**src/rtl/reaction_timer_datapath.sv**
```systemverilog
// Reaction-timer datapath: ms prescaler, reaction counter, best-time record, LFSR-driven random delay.
// Registers update one cycle after their qualifying input; one_ms/zero/new_best are combinational from state.
module reaction_timer_datapath #(
  parameter int          CLK_PER_MS  = 50000,
  parameter int          MS_W        = 14,
  parameter int          RAND_W      = 13,
  parameter int          RAND_MIN_MS = 1000,
  parameter logic [15:0] LFSR_SEED   = 16'hACE1
) (
  input  logic            ck,
  input  logic            reset,
  input  logic            enable,
  input  logic            clear_ms_enable,
  input  logic            clear_count_ms,
  input  logic            write_enable,
  input  logic            load_rand,
  output logic            one_ms,
  output logic            zero,
  output logic            new_best,
  output logic [MS_W-1:0] count_ms,
  output logic [MS_W-1:0] best_ms
);

  localparam int                PRE_W    = $clog2(CLK_PER_MS);
  localparam logic [PRE_W-1:0]  PRE_LAST = PRE_W'(CLK_PER_MS - 1);
  localparam logic [RAND_W-1:0] RAND_MIN = RAND_W'(RAND_MIN_MS);

  logic [PRE_W-1:0]  pre;
  logic [PRE_W-1:0]  rpre;
  logic [15:0]       lfsr;
  logic              lfsr_fb;
  logic [RAND_W-1:0] rcnt;
  logic [RAND_W-1:0] rand_load;
  logic              pre_last;
  logic              rpre_last;
  logic              count_max;
  logic              rcnt_zero;

  assign pre_last  = (pre == PRE_LAST);
  assign rpre_last = (rpre == PRE_LAST);
  assign count_max = &count_ms;
  assign rcnt_zero = (rcnt == '0);
  assign lfsr_fb   = lfsr[15] ^ lfsr[13] ^ lfsr[12] ^ lfsr[10];
  assign rand_load = RAND_MIN + RAND_W'(lfsr[10:0]);

  assign one_ms   = pre_last && !clear_ms_enable;
  assign zero     = rcnt_zero;
  assign new_best = (count_ms < best_ms);

  always_ff @(posedge ck or posedge reset) begin
    if (reset) begin
      pre <= '0;
    end else if (clear_ms_enable || pre_last) begin
      pre <= '0;
    end else begin
      pre <= pre + 1'b1;
    end
  end

  // Saturate rather than wrap so a very slow reaction never looks like a fast one.
  always_ff @(posedge ck or posedge reset) begin
    if (reset) begin
      count_ms <= '0;
    end else if (clear_count_ms) begin
      count_ms <= '0;
    end else if (enable && !count_max) begin
      count_ms <= count_ms + 1'b1;
    end
  end

  always_ff @(posedge ck or posedge reset) begin
    if (reset) begin
      best_ms <= '1;
    end else if (write_enable) begin
      best_ms <= count_ms;
    end
  end

  always_ff @(posedge ck or posedge reset) begin
    if (reset) begin
      lfsr <= LFSR_SEED;
    end else begin
      lfsr <= {lfsr[14:0], lfsr_fb};
    end
  end

  // Random-delay prescaler restarts on every load so the delay is an exact multiple of a ms.
  always_ff @(posedge ck or posedge reset) begin
    if (reset) begin
      rpre <= '0;
    end else if (load_rand || rpre_last) begin
      rpre <= '0;
    end else begin
      rpre <= rpre + 1'b1;
    end
  end

  always_ff @(posedge ck or posedge reset) begin
    if (reset) begin
      rcnt <= RAND_MIN;
    end else if (load_rand) begin
      rcnt <= rand_load;
    end else if (rpre_last && !rcnt_zero) begin
      rcnt <= rcnt - 1'b1;
    end
  end

endmodule

```
**config.mk**
```make
export PLATFORM = sky130hd
export DESIGN_NAME = reaction_timer_datapath
export DESIGN_NICKNAME = d
export VERILOG_FILES = /design/src/rtl/reaction_timer_datapath.sv
export SDC_FILE = /design/constraint.sdc
export NUM_CORES = 1
export LEC_CHECK = 0
export ABC_AREA = 1
export BUFFER_PORTS_ARGS = -buffer_cell sky130_fd_sc_hd__buf_4
export CAP_MARGIN = 20
export CORE_MARGIN = 2
export CORE_UTILIZATION = 60
export DETAILED_ROUTE_END_ITERATION = 7
export GPL_TIMING_DRIVEN = 0
export PLACE_DENSITY_LB_ADDON = 0.15
export SKIP_LAST_GASP = 1
export SYNTH_ARGS = -nofsm -noshare
export SYNTH_HDL_FRONTEND = slang
export SYNTH_SLANG_ARGS = --single-unit
```
**constraint.sdc**
```tcl
create_clock -name ck -period 3.75 [get_ports ck]
set_clock_uncertainty 0.2 [all_clocks]
set_input_delay 0.75 -clock ck [delete_from_list [all_inputs] [get_ports ck]]
set_output_delay 0.75 -clock ck [all_outputs]
set_load 0.02 [all_outputs]
```
* Yosys cells after proc, flatten, opt, wreduce, memory -nomap -nowiden
Cells that the tools add are included.
Word-level totals: word-level logic and storage cells 35, bits of input ports 7, register bits 89
Operators by class: bitwise gates (word level) 3, add/subtract/negate cells 5, reductions and logical operators 12, eq/ne operators 2, multiplexer cells 6, $lt $le $gt $ge 1
Operators with widths (number):
- $add A16 B1 Y16 const B | 2
- $eq A16 B16 Y1 const B | 2
- $mux W16 | 2
- $mux W14 | 2
- $mux W13 | 2
- $add A14 B1 Y14 const B | 1
- $lt A14 B14 Y1 | 1
- $reduce_and A14 Y1 | 1
- $logic_not A13 Y1 | 1
- $sub A13 B1 Y13 const B | 1
- $add A10 B11 Y12 const A | 1
- $reduce_bool A2 Y1 | 2
- $logic_and A1 B1 Y1 | 3
- $logic_not A1 Y1 | 3
- $xor A1 B1 Y1 | 3
- $logic_or A1 B1 Y1 | 2

* Logic depth before layout (Yosys ltp)
Gate-level depths: netlist of the first run.
word-level depth 5, mapped depth 12, gate-level depth less buffers 11

* Worst setup path after synthesis of the first run
OpenSTA, ideal clock, no wires.
path type flip-flop to output port, from register best_ms[7], to output new_best, data required time 2.800 ns, setup slack 1.193 ns, cell stages (with the launch flop) 8, path buffers 0, data arrival time 1.607 ns, path through dfstp_2 inv_1 ha_1 a21oi_1 nor2_1 nor3_1 o21ai_0 a21oi_1
On the way: longest elaborated chain between the ends 1
RTL lines:
- start: declaration | line 21 | output logic [MS_W-1:0] best_ms
- start signal: assignment | line 75 | best_ms <= count_ms;
- $lt A14 B14 Y1 | line 48 | assign new_best = (count_ms < best_ms);
- end: declaration | line 19 | output logic new_best,
Every way passes these cells.

* Worst setup path after layout of the first run
from register best_ms[1], to output new_best
The elaborated chain is that of the path after synthesis.

==> impl_metrics.env, run 1 <==
export IMPL_rsz0062_at_grt="no"
export IMPL_post_cts_buffers=0
export IMPL_switching_share=0.274
export IMPL_combPwrFrac=0.106
export IMPL_place_ws_ps=1200
export IMPL_crit_type="flip-flop to output port"
export IMPL_tightest_slew_ps=500
export IMPL_hold_violations=0
export IMPL_endpoint_kind="output port"
export IMPL_fin_area_um2=5550
export IMPL_fin_crit_sh=0.784
export IMPL_synth_edf_count=0
export IMPL_dpl_instance_area_um2=5370
export IMPL_io_buffers=35
export IMPL_vias_per_cell=5.37
export IMPL_reg2reg_slack_ps=1720
export IMPL_vias=4266
export IMPL_grt_start_max_net_pins=55
export IMPL_max_freq_mhz=340
export IMPL_fp_dieH_um=94.8
export IMPL_setup_slack_ps=810
export IMPL_async_flop_share=1.00
export IMPL_drt_iter0_markers=150
export IMPL_clkTransAtPathRegs_ps=90
export IMPL_clk_path_buf_depth=2
export IMPL_grtUsageTotal=0.254
export IMPL_die_area_um2=8990
export IMPL_cts_tree="yes"
export IMPL_netlist_instances=638
export IMPL_root_buffer="clkbuf_8"
export IMPL_totalPowerFinal_uw=1810
export IMPL_cts_resized=0
export IMPL_arrival_ps=1990
export IMPL_grt_pass1_wl_mm=18.0
export IMPL_crit_fanout=2
export IMPL_fin_util=0.686
export IMPL_layout_min_cycle_time_ps=2940
export IMPL_synth_seq_cells=89
export IMPL_powerDensity_nw_per_um2=326
export IMPL_clkLatencyLatePin_ps=360
export IMPL_crit_required_ps=2800
export IMPL_syn_area_per_cell_um2=7.76
export IMPL_drt_first_pass_iters=4
export IMPL_peakVddDrop_mv=0.229
export IMPL_synthesis_area_um2=4950
export IMPL_cp_start_kind="flip-flop"
export IMPL_cts_sinks=89
export IMPL_die_w_um=94.8
export IMPL_gr_total_overflow=0
export IMPL_syn_nets=664
export IMPL_final_cells=795
export IMPL_grt_pass1_vias=4005
export IMPL_drive_above_1_share=0.168
export IMPL_ys_seq_area_frac=0.457
export IMPL_dp_cells=779
export IMPL_antenna_cells=0
export IMPL_yosysUniqueCellTypes=40
export IMPL_nets=711
export IMPL_p_seq_frac=0.559
export IMPL_ios=38
export IMPL_routedWlPerCell_um=13.2
export IMPL_final_common_cell="nand2_1"
export IMPL_dp_hpwl_mm=7.73
export IMPL_core_area_um2=8090
export IMPL_min_path_type="flip-flop to flip-flop"
export IMPL_cts_buffers=9
export IMPL_max_cap_violations=0
export IMPL_rows=33
export IMPL_synth_warning_count=0
export IMPL_power_switching_uw=495
export IMPL_p_leak_uw=0.00252
export IMPL_slew_violations=0
export IMPL_area_growth_pct=12.1
export IMPL_routed_wl_mm=10.5
export IMPL_gp_congestion=0.867
export IMPL_finalSetupViolations=0
export IMPL_drc=0
export IMPL_synthFlopType="dfrtp_1"
export IMPL_clkPwrFrac=0.334
export IMPL_ant_nets=0
export IMPL_layout_common_cells="nand2_1, nor2_1, inv_1, dfrtp_1, nand3_1"
export IMPL_power_internal_uw=1320
export IMPL_slew_headroom=0.665
export IMPL_antenna_found_initial=0
export IMPL_initial_core_util=0.611
export IMPL_outcome="finished clean"
export IMPL_htreeDepth=3
export IMPL_cts_hold_fix_buffers=0
[worst max-delay path: stages, from the launching register on]
cell      delay, ps
dfstp_2         560
inv_1            50
ha_1            270
a21boi_0        120
o21ai_0         160
o211ai_1        130
a21oi_1         170
buf_4           170
[power groups by stage]
stage	logic, µW	registers [µW]	clock network, µW
final	192	1010	606
after global routing	219	1020	655
after CTS	194	1010	620
after detailed placement	193	1030	0
after global placement	184	1030	0
after floorplan	133	1030	0
[state kept, by name, indices dropped and copies added (netlist names)]
signal,count
rpre,16
best_ms,14
count_ms,14
lfsr,16
pre,16
rcnt,13
[through the flow]
step | hold WS [ps] | setup TNS [ps]
finish | 158 | 0
global route | 165 | 0
CTS | 160 | 0
detailed placement | 151 | 0
global placement | 137 | -30410
floorplan | 133 | 0
[Yosys cell counts (5+ instances only)]
cell	instances	area (µm²)
inv_2	8	30.0
ha_1	19	238
inv_1	68	255
nand3_1	44	220
a21oi_1	20	100
dfstp_2	28	736
nor2_2	5	31.3
nand2_1	154	578
nor2_1	90	338
xor2_1	14	123
dfrtp_1	61	1530
nand2_2	5	31.3
o21ai_1	14	70.1
nand4_1	18	113
o21ai_0	26	130
nor3_1	22	110
[logic make-up (layout without fill, tap and decap cells)]
family,Yosys count,in the layout,synth area share
AND/OR/NAND/NOR,354,354,0.316
flip-flops,89,89,0.457
buffers and inverters,88,140,0.0708
AO/OA/AOI/OAI,72,72,0.0802
adder cells (fa/ha/maj),19,19,0.0480
XOR/XNOR,16,16,0.0283
[cell type report]
cell class | count | area [µm²]
Fill cell | 709 | 2540
Multi-Input combinational cell | 461 | 2340
Sequential cell | 89 | 2260
Inverter | 78 | 300
Timing Repair Buffer | 36 | 290
Clock buffer | 12 | 145
Tap cell | 105 | 131
Buffer | 10 | 52.6
Clock inverter | 4 | 30.0
[routing by layer]
| metal | GRT usage | wire length, µm | up-vias |
|---|---|---|---|
| li1 | - | - | 2160 |
| met1 | 0.333 | 4810 | 2007 |
| met2 | 0.437 | 5160 | 91 |
| met3 | 0.0319 | 382 | 8 |
| met4 | 0.0857 | 134 | 0 |
| met5 | 0 | 0 | - |
[worst paths after layout]
| path | from | to | depth (start not counted) |
|---|---|---|---|
| setup / recovery | best_ms[1]$_DFFE_PP1P_ | new_best | 7 |
| hold / removal | lfsr[14]$_DFF_PP0_ | lfsr[15]$_DFF_PP1_ | 0 |
| setup reg to reg | count_ms[1]$_DFFE_PP0P_ | count_ms[8]$_DFFE_PP0P_ | 8 |
| hold reg to reg | lfsr[14]$_DFF_PP0_ | lfsr[15]$_DFF_PP1_ | 0 |
| max in group asynchronous | reset | best_ms[5]$_DFFE_PP1P_ | 3 |
| min in group asynchronous | reset | rpre[10]$_DFF_PP0_ | 2 |
No activity file was read; power rests on OpenSTA's default activity.
==> run 2, diff against run 1 <==
==> constraint.sdc (replaced) <==
create_clock -name ck -period 3 [get_ports ck]
set_clock_uncertainty 0.2 [all_clocks]
set_input_delay 0.6 -clock ck [delete_from_list [all_inputs] [get_ports ck]]
set_output_delay 0.6 -clock ck [all_outputs]
set_load 0.02 [all_outputs]
==> impl_metrics.env, run 2 (same netlist as run 1, synthesis figures left out) <==
export IMPL_combPwrFrac=0.098
export IMPL_finalSetupViolations=0
export IMPL_crit_type="flip-flop to output port"
export IMPL_max_cap_violations=0
export IMPL_fillCellCount=682
export IMPL_die_area_um2=8990
export IMPL_fin_setup_tns_ps=0
export IMPL_drc=0
export IMPL_final_common_cell="nand2_1"
export IMPL_totalPowerFinal_uw=2460
export IMPL_vias_per_cell=5.33
export IMPL_p_seq_frac=0.514
export IMPL_nets=713
export IMPL_dpl_instance_area_um2=5390
export IMPL_crit_required_ps=2200
export IMPL_clkTransAtPathRegs_ps=90
export IMPL_root_buffer="clkbuf_8"
export IMPL_tightest_slew_ps=500
export IMPL_peakVddDrop_mv=0.265
export IMPL_cts_tree="yes"
export IMPL_io_buffers=35
export IMPL_area_growth_pct=13.8
export IMPL_holdWs_ps=164
export IMPL_grt_pass1_wl_mm=17.8
export IMPL_drt_iter0_markers=196
export IMPL_power_switching_uw=636
export IMPL_grtUsageTotal=0.249
export IMPL_switching_share=0.259
export IMPL_crit_fanout=2
export IMPL_rr_worst_depth=8
export IMPL_dp_cells=780
export IMPL_drive_above_1_share=0.172
export IMPL_clkPwrFrac=0.387
export IMPL_ant_nets=0
export IMPL_fin_area_um2=5630
export IMPL_dp_hpwl_mm=7.69
export IMPL_endpoint_kind="output port"
export IMPL_clk_path_buf_depth=2
export IMPL_hold_violations=0
export IMPL_p_leak_uw=0.00255
export IMPL_clkLatencyLatePin_ps=350
export IMPL_gp_congestion=0.860
export IMPL_arrival_ps=1980
export IMPL_min_path_type="flip-flop to flip-flop"
export IMPL_slew_violations=0
export IMPL_grt_start_max_net_pins=41
export IMPL_fp_dieH_um=94.8
export IMPL_rsz0062_at_grt="no"
export IMPL_ios=38
export IMPL_initial_core_util=0.611
export IMPL_outcome="finished clean"
export IMPL_power_internal_uw=1820
export IMPL_die_w_um=94.8
export IMPL_grt_pass1_vias=3909
export IMPL_htreeDepth=3
export IMPL_antenna_found_initial=0
export IMPL_antenna_cells=0
export IMPL_layout_common_cells="nand2_1, nor2_1, inv_1, dfrtp_1, nand3_1"
export IMPL_slew_headroom=0.667
export IMPL_post_cts_buffers=0
export IMPL_hold_depth=0
export IMPL_reg_top3="lfsr: 16 flops, pre: 16 flops, rpre: 16 flops"
export IMPL_cts_sinks=89
export IMPL_cts_buffers=9
export IMPL_final_cells=797
export IMPL_cp_start_kind="flip-flop"
export IMPL_layout_min_cycle_time_ps=2780
export IMPL_rows=33
export IMPL_routed_wl_mm=10.2
export IMPL_gr_total_overflow=0
export IMPL_max_freq_mhz=360
export IMPL_fin_crit_sh=0.927
export IMPL_powerDensity_nw_per_um2=437
export IMPL_routedWlPerCell_um=12.8
export IMPL_vias=4251
export IMPL_reg2reg_slack_ps=960
export IMPL_core_area_um2=8090
export IMPL_drt_first_pass_iters=5
## run 2: worst paths after layout
check | from | end
worst max-delay path | best_ms[7]$_DFFE_PP1P_ | new_best
worst max register to register | count_ms[1]$_DFFE_PP0P_ | count_ms[8]$_DFFE_PP0P_
min in group asynchronous | reset | pre[7]$_DFF_PP0_
worst min register to register | lfsr[14]$_DFF_PP0_ | lfsr[15]$_DFF_PP1_
worst min-delay path | lfsr[14]$_DFF_PP0_ | lfsr[15]$_DFF_PP1_
max in group asynchronous | reset | best_ms[10]$_DFFE_PP1P_
## run 2: per-layer routing
layer  GRT usage  wire, µm  vias up
li1            -         -     2164
met1       0.332      4720     2002
met2       0.418      5060       78
met3      0.0519       381        7
met4      0.0604        73        0
met5           0         0        -
## run 2: critical path, stage by stage, from the launching register on
cell     delay (ps)
dfstp_2         550
inv_1            50
ha_1            290
a21oi_1         150
nor2_1           50
nor3_1          130
o21ai_0          90
a21oi_1         140
buf_4           160
## run 2: cell type report
| class | instances | area, µm² | share of cell area |
|---|---|---|---|
| inverters | 78 | 302 | 0.0536 |
| flip-flops and latches | 89 | 2260 | 0.402 |
| repair buffers | 38 | 313 | 0.0556 |
| multi-input cells | 461 | 2340 | 0.415 |
| clock buffers | 10 | 138 | 0.0244 |
| plain buffers | 10 | 52.6 | 0.00933 |
| clock inverters | 6 | 96.3 | 0.0171 |
| well taps | 105 | 131 | 0.0233 |
## run 2: metrics by stage
stage | utilization | worst slack [ps]
global route | 0.696 | 21.6
detailed placement | 0.666 | 594
floorplan | - | 593
CTS | 0.696 | 185
finish | 0.696 | 219
global placement | 0.661 | 567
## run 2: timing repair
item / CTS / global route
endpoints found under the hold margin: 10 / 0
gates resized for setup: 0 / 0
hold buffers: 1 / 0
## run 2: power by group through the flow
| stage | combinational, µW | sequential, µW | clock, µW |
|---|---|---|---|
| 6_report | 242 | 1260 | 953 |
| 5_1_grt | 277 | 1270 | 1030 |
| 4_1_cts | 245 | 1260 | 983 |
| 3_5_place_dp | 243 | 1290 | 0 |
| 3_3_place_gp | 230 | 1290 | 0 |
| 2_1_floorplan | 167 | 1290 | 0 |
==> run 3, diff against run 2 <==
--- a/config.mk
+++ b/config.mk
@@ -5,11 +5,11 @@
 export SDC_FILE = /design/constraint.sdc
 export NUM_CORES = 1
 export LEC_CHECK = 0
-export ABC_AREA = 1
 export BUFFER_PORTS_ARGS = -buffer_cell sky130_fd_sc_hd__buf_4
 export CAP_MARGIN = 20
 export CORE_MARGIN = 2
-export CORE_UTILIZATION = 60
+export CORE_UTILIZATION = 59
+export CTS_CLUSTER_DIAMETER = 30
 export DETAILED_ROUTE_END_ITERATION = 7
 export GPL_TIMING_DRIVEN = 0
 export PLACE_DENSITY_LB_ADDON = 0.15
==> impl_metrics.env, run 3 <==
export IMPL_yosys_area_share_simple=0.217
export IMPL_initial_core_util=0.611
export IMPL_die_area_um2=8220
export IMPL_io_buffers=36
export IMPL_htreeDepth=3
export IMPL_synth_most_common_cell="dfrtp_1"
export IMPL_path_delay_family="compound AO/OA/AOI/OAI gates"
export IMPL_reg_top3="lfsr: 16 flops, pre: 16 flops, rpre: 16 flops"
export IMPL_finalSetupViolations=0
export IMPL_rsz0062_at_grt="no"
export IMPL_reg2reg_slack_ps=730
export IMPL_synthMuxAreaShare=0.0232
export IMPL_area_growth_pct=15.7
export IMPL_gp_congestion=0.860
export IMPL_synth_compound_area_frac=0.0537
export IMPL_ant_nets=0
export IMPL_routed_wl_mm=8.46
export IMPL_clk_path_buf_depth=2
export IMPL_setup_slack_ps=120
export IMPL_cp_common_cell="a21o_1"
export IMPL_fillCellCount=565
export IMPL_max_cap_violations=0
export IMPL_yosys_top_cells_count="dfrtp_1, nor2_1, nand2_1"
export IMPL_whs_endpoint="lfsr[15]$_DFF_PP1_"
export IMPL_dr_max_layer_used="met4"
export IMPL_synthesis_area_um2=4430
export IMPL_drt_iter0_markers=88
export IMPL_antenna_found_initial=0
export IMPL_fin_setup_tns_ps=0
export IMPL_synth_top_area_frac=0.345
export IMPL_rows=31
export IMPL_dr_wl_met2_mm=4.13
export IMPL_synthAdderAreaFrac=0.0537
export IMPL_yosysUniqueCellTypes=39
export IMPL_drt_first_pass_iters=4
export IMPL_fp_dieH_um=90.6
export IMPL_hold_violations=0
export IMPL_cp_start_kind="flip-flop"
export IMPL_outcome="finished clean"
export IMPL_core_area_um2=7250
export IMPL_vias_per_cell=5.53
export IMPL_syn_nets=464
export IMPL_crit_fanout=2
export IMPL_path_cells="inv_1 -> ha_4 -> a21o_1 -> a21o_1 -> a21oi_2 -> o21ai_1 -> a21oi_1 -> buf_4"
export IMPL_layout_min_cycle_time_ps=2880
export IMPL_netlist_top_cells_area="dfrtp_1, dfstp_2, xnor2_1"
export IMPL_fin_crit_sh=0.960
export IMPL_dp_hpwl_mm=6.04
export IMPL_tightest_slew_ps=542
export IMPL_vias=3272
export IMPL_crit_path_max_incr_delay_ps=540
export IMPL_crit_type="flip-flop to output port"
export IMPL_area_sequential_um2=2260
export IMPL_clkTransAtPathRegs_ps=80
export IMPL_final_cells=592
export IMPL_synth_edf_count=0
export IMPL_multi_input_area_um2=2060
export IMPL_slew_headroom=0.636
export IMPL_synth_xor_area_share=0.109
export IMPL_drt_met1_wl_mm=3.90
export IMPL_syn_area_per_cell_um2=10.1
export IMPL_grt_start_max_net_pins=43
export IMPL_final_common_cell="dfrtp_1"
export IMPL_cp_slowest_cell="dfstp_2"
export IMPL_rr_worst_depth=6
export IMPL_synth_top_family_by_area="simple AND/OR/NAND/NOR gates"
export IMPL_layout_common_cells="dfrtp_1, nor2_1, buf_4, nand2_1, xnor2_1"
export IMPL_endpoint_kind="output port"
export IMPL_crit_required_ps=2200
export IMPL_place_ws_ps=415
export IMPL_antenna_cells=0
export IMPL_routedWlPerCell_um=14.3
export IMPL_powerDensity_nw_per_um2=435
export IMPL_arrival_ps=2080
export IMPL_yosysTopAreaCell="dfrtp_1"
export IMPL_ios=38
export IMPL_reg2reg_from="rpre[11]$_DFF_PP0_"
export IMPL_nets=514
export IMPL_cts_sinks=89
export IMPL_synth_seq_cells=89
export IMPL_die_w_um=90.6
export IMPL_rr_endpoint="rpre[10]$_DFF_PP0_"
export IMPL_p_leak_uw=0.00223
export IMPL_peakVddDrop_mv=0.315
export IMPL_grt_pass1_wl_mm=14.9
export IMPL_wl_met3_um=302
export IMPL_min_from="lfsr[14]$_DFF_PP0_"
export IMPL_drc=0
export IMPL_slew_violations=0
export IMPL_gr_total_overflow=0
export IMPL_root_buffer="clkbuf_8"
export IMPL_synth_warning_count=0
export IMPL_drive_above_1_share=0.203
export IMPL_max_freq_mhz=347
export IMPL_path_buf_inv=2
export IMPL_cts_tree="yes"
export IMPL_synthFlopType="dfrtp_1"
export IMPL_ys_seq_area_frac=0.511
export IMPL_hold_depth=0
export IMPL_clkLatencyLatePin_ps=360
export IMPL_grt_pass1_vias=3274
export IMPL_grtUsageTotal=0.226
export IMPL_min_path_type="flip-flop to flip-flop"
export IMPL_holdWs_ps=171
export IMPL_cts_buffers=9
export IMPL_netlist_instances=438
export IMPL_async_flop_share=1.00
export IMPL_dp_cells=575
-- run 3: cell types whose count changed in the layout (fill, tap and decap cells not counted), sizes merged, moves of 11 or more --
cell   before  now
o21ai      43   30
nor2       96   59
nand3      44   18
nand2     161   36
xor2       14   25
inv        78   24
a21oi      20    7
xnor2       2   30
-- run 3: cells by family (layout without fill, tap and decap cells) --
group	count (synthesis)	count (layout)
AOI/OAI and AO/OA	44	44
xor gates and xnor gates	55	55
adders and majority gates	19	19
buffers and inverters	35	90
DFF	89	89
muxes	10	10
and+or+nand+nor	186	186
-- run 3: layer usage --
layer	up-vias	GRT usage
met5	-	0
met4	0	0.0731
met3	14	0.0584
met2	58	0.363
met1	1609	0.303
li1	1591	-
-- run 3: repair_timing --
action | 4_1_cts | 5_1_grt
endpoints found under the hold margin | 8 | 0
hold buffers | 1 | 0
setup buffers | 0 | 0
setup endpoints to repair | 0 | 2
resized for setup | 0 | 5
-- run 3: stage by stage --
step / cell area [µm²] / power (µW) / utilization
2_1_floorplan: 4430 / 1340 / -
4_1_cts: 5090 / 2260 / 0.702
3_3_place_gp: 4830 / 1380 / 0.666
5_1_grt: 5120 / 2330 / 0.707
6_report: 5120 / 2230 / 0.707
3_5_place_dp: 4870 / 1390 / 0.671
-- run 3: layout make-up --
class	count	share of cell area
Inverter	23	0.0176
Timing Repair Buffer	39	0.0625
Tap cell	99	0.0242
Clock inverter	5	0.0120
Buffer	12	0.0117
Multi-Input combinational cell	314	0.401
Sequential cell	89	0.441
Clock buffer	11	0.0295
-- run 3: worst max-delay path by stage --
stage	slack, ps	start	to	depth (start not counted)
6_report	120	best_ms[11]$_DFFE_PP1P_	new_best	8
5_1_grt	10	best_ms[11]$_DFFE_PP1P_	new_best	8
4_1_cts	1	best_ms[11]$_DFFE_PP1P_	new_best	8
3_5_place_dp	420	best_ms[11]$_DFFE_PP1P_	new_best	8
3_3_place_gp	460	best_ms[11]$_DFFE_PP1P_	new_best	8
2_1_floorplan	410	best_ms[11]$_DFFE_PP1P_	new_best	7
-- run 3: where the power goes --
| group | leakage, µW | internal, µW | switching [µW] | total (µW) |
|---|---|---|---|---|
| Combinational | 0.000984 | 50.5 | 82.6 | 133 |
| Sequential | 0.00114 | 1220 | 18.0 | 1240 |
| Clock | 0.000110 | 436 | 421 | 858 |
| Total | 0.00223 | 1710 | 522 | 2230 |
-- run 3: worst register-to-register path, delay by kind of cell (launching register included) --
| kind | cells | cell delay (ps) |
|---|---|---|
| AND/OR/NAND/NOR | 4 | 990 |
| buffers and inverters | 2 | 570 |
| flip-flops | 1 | 420 |
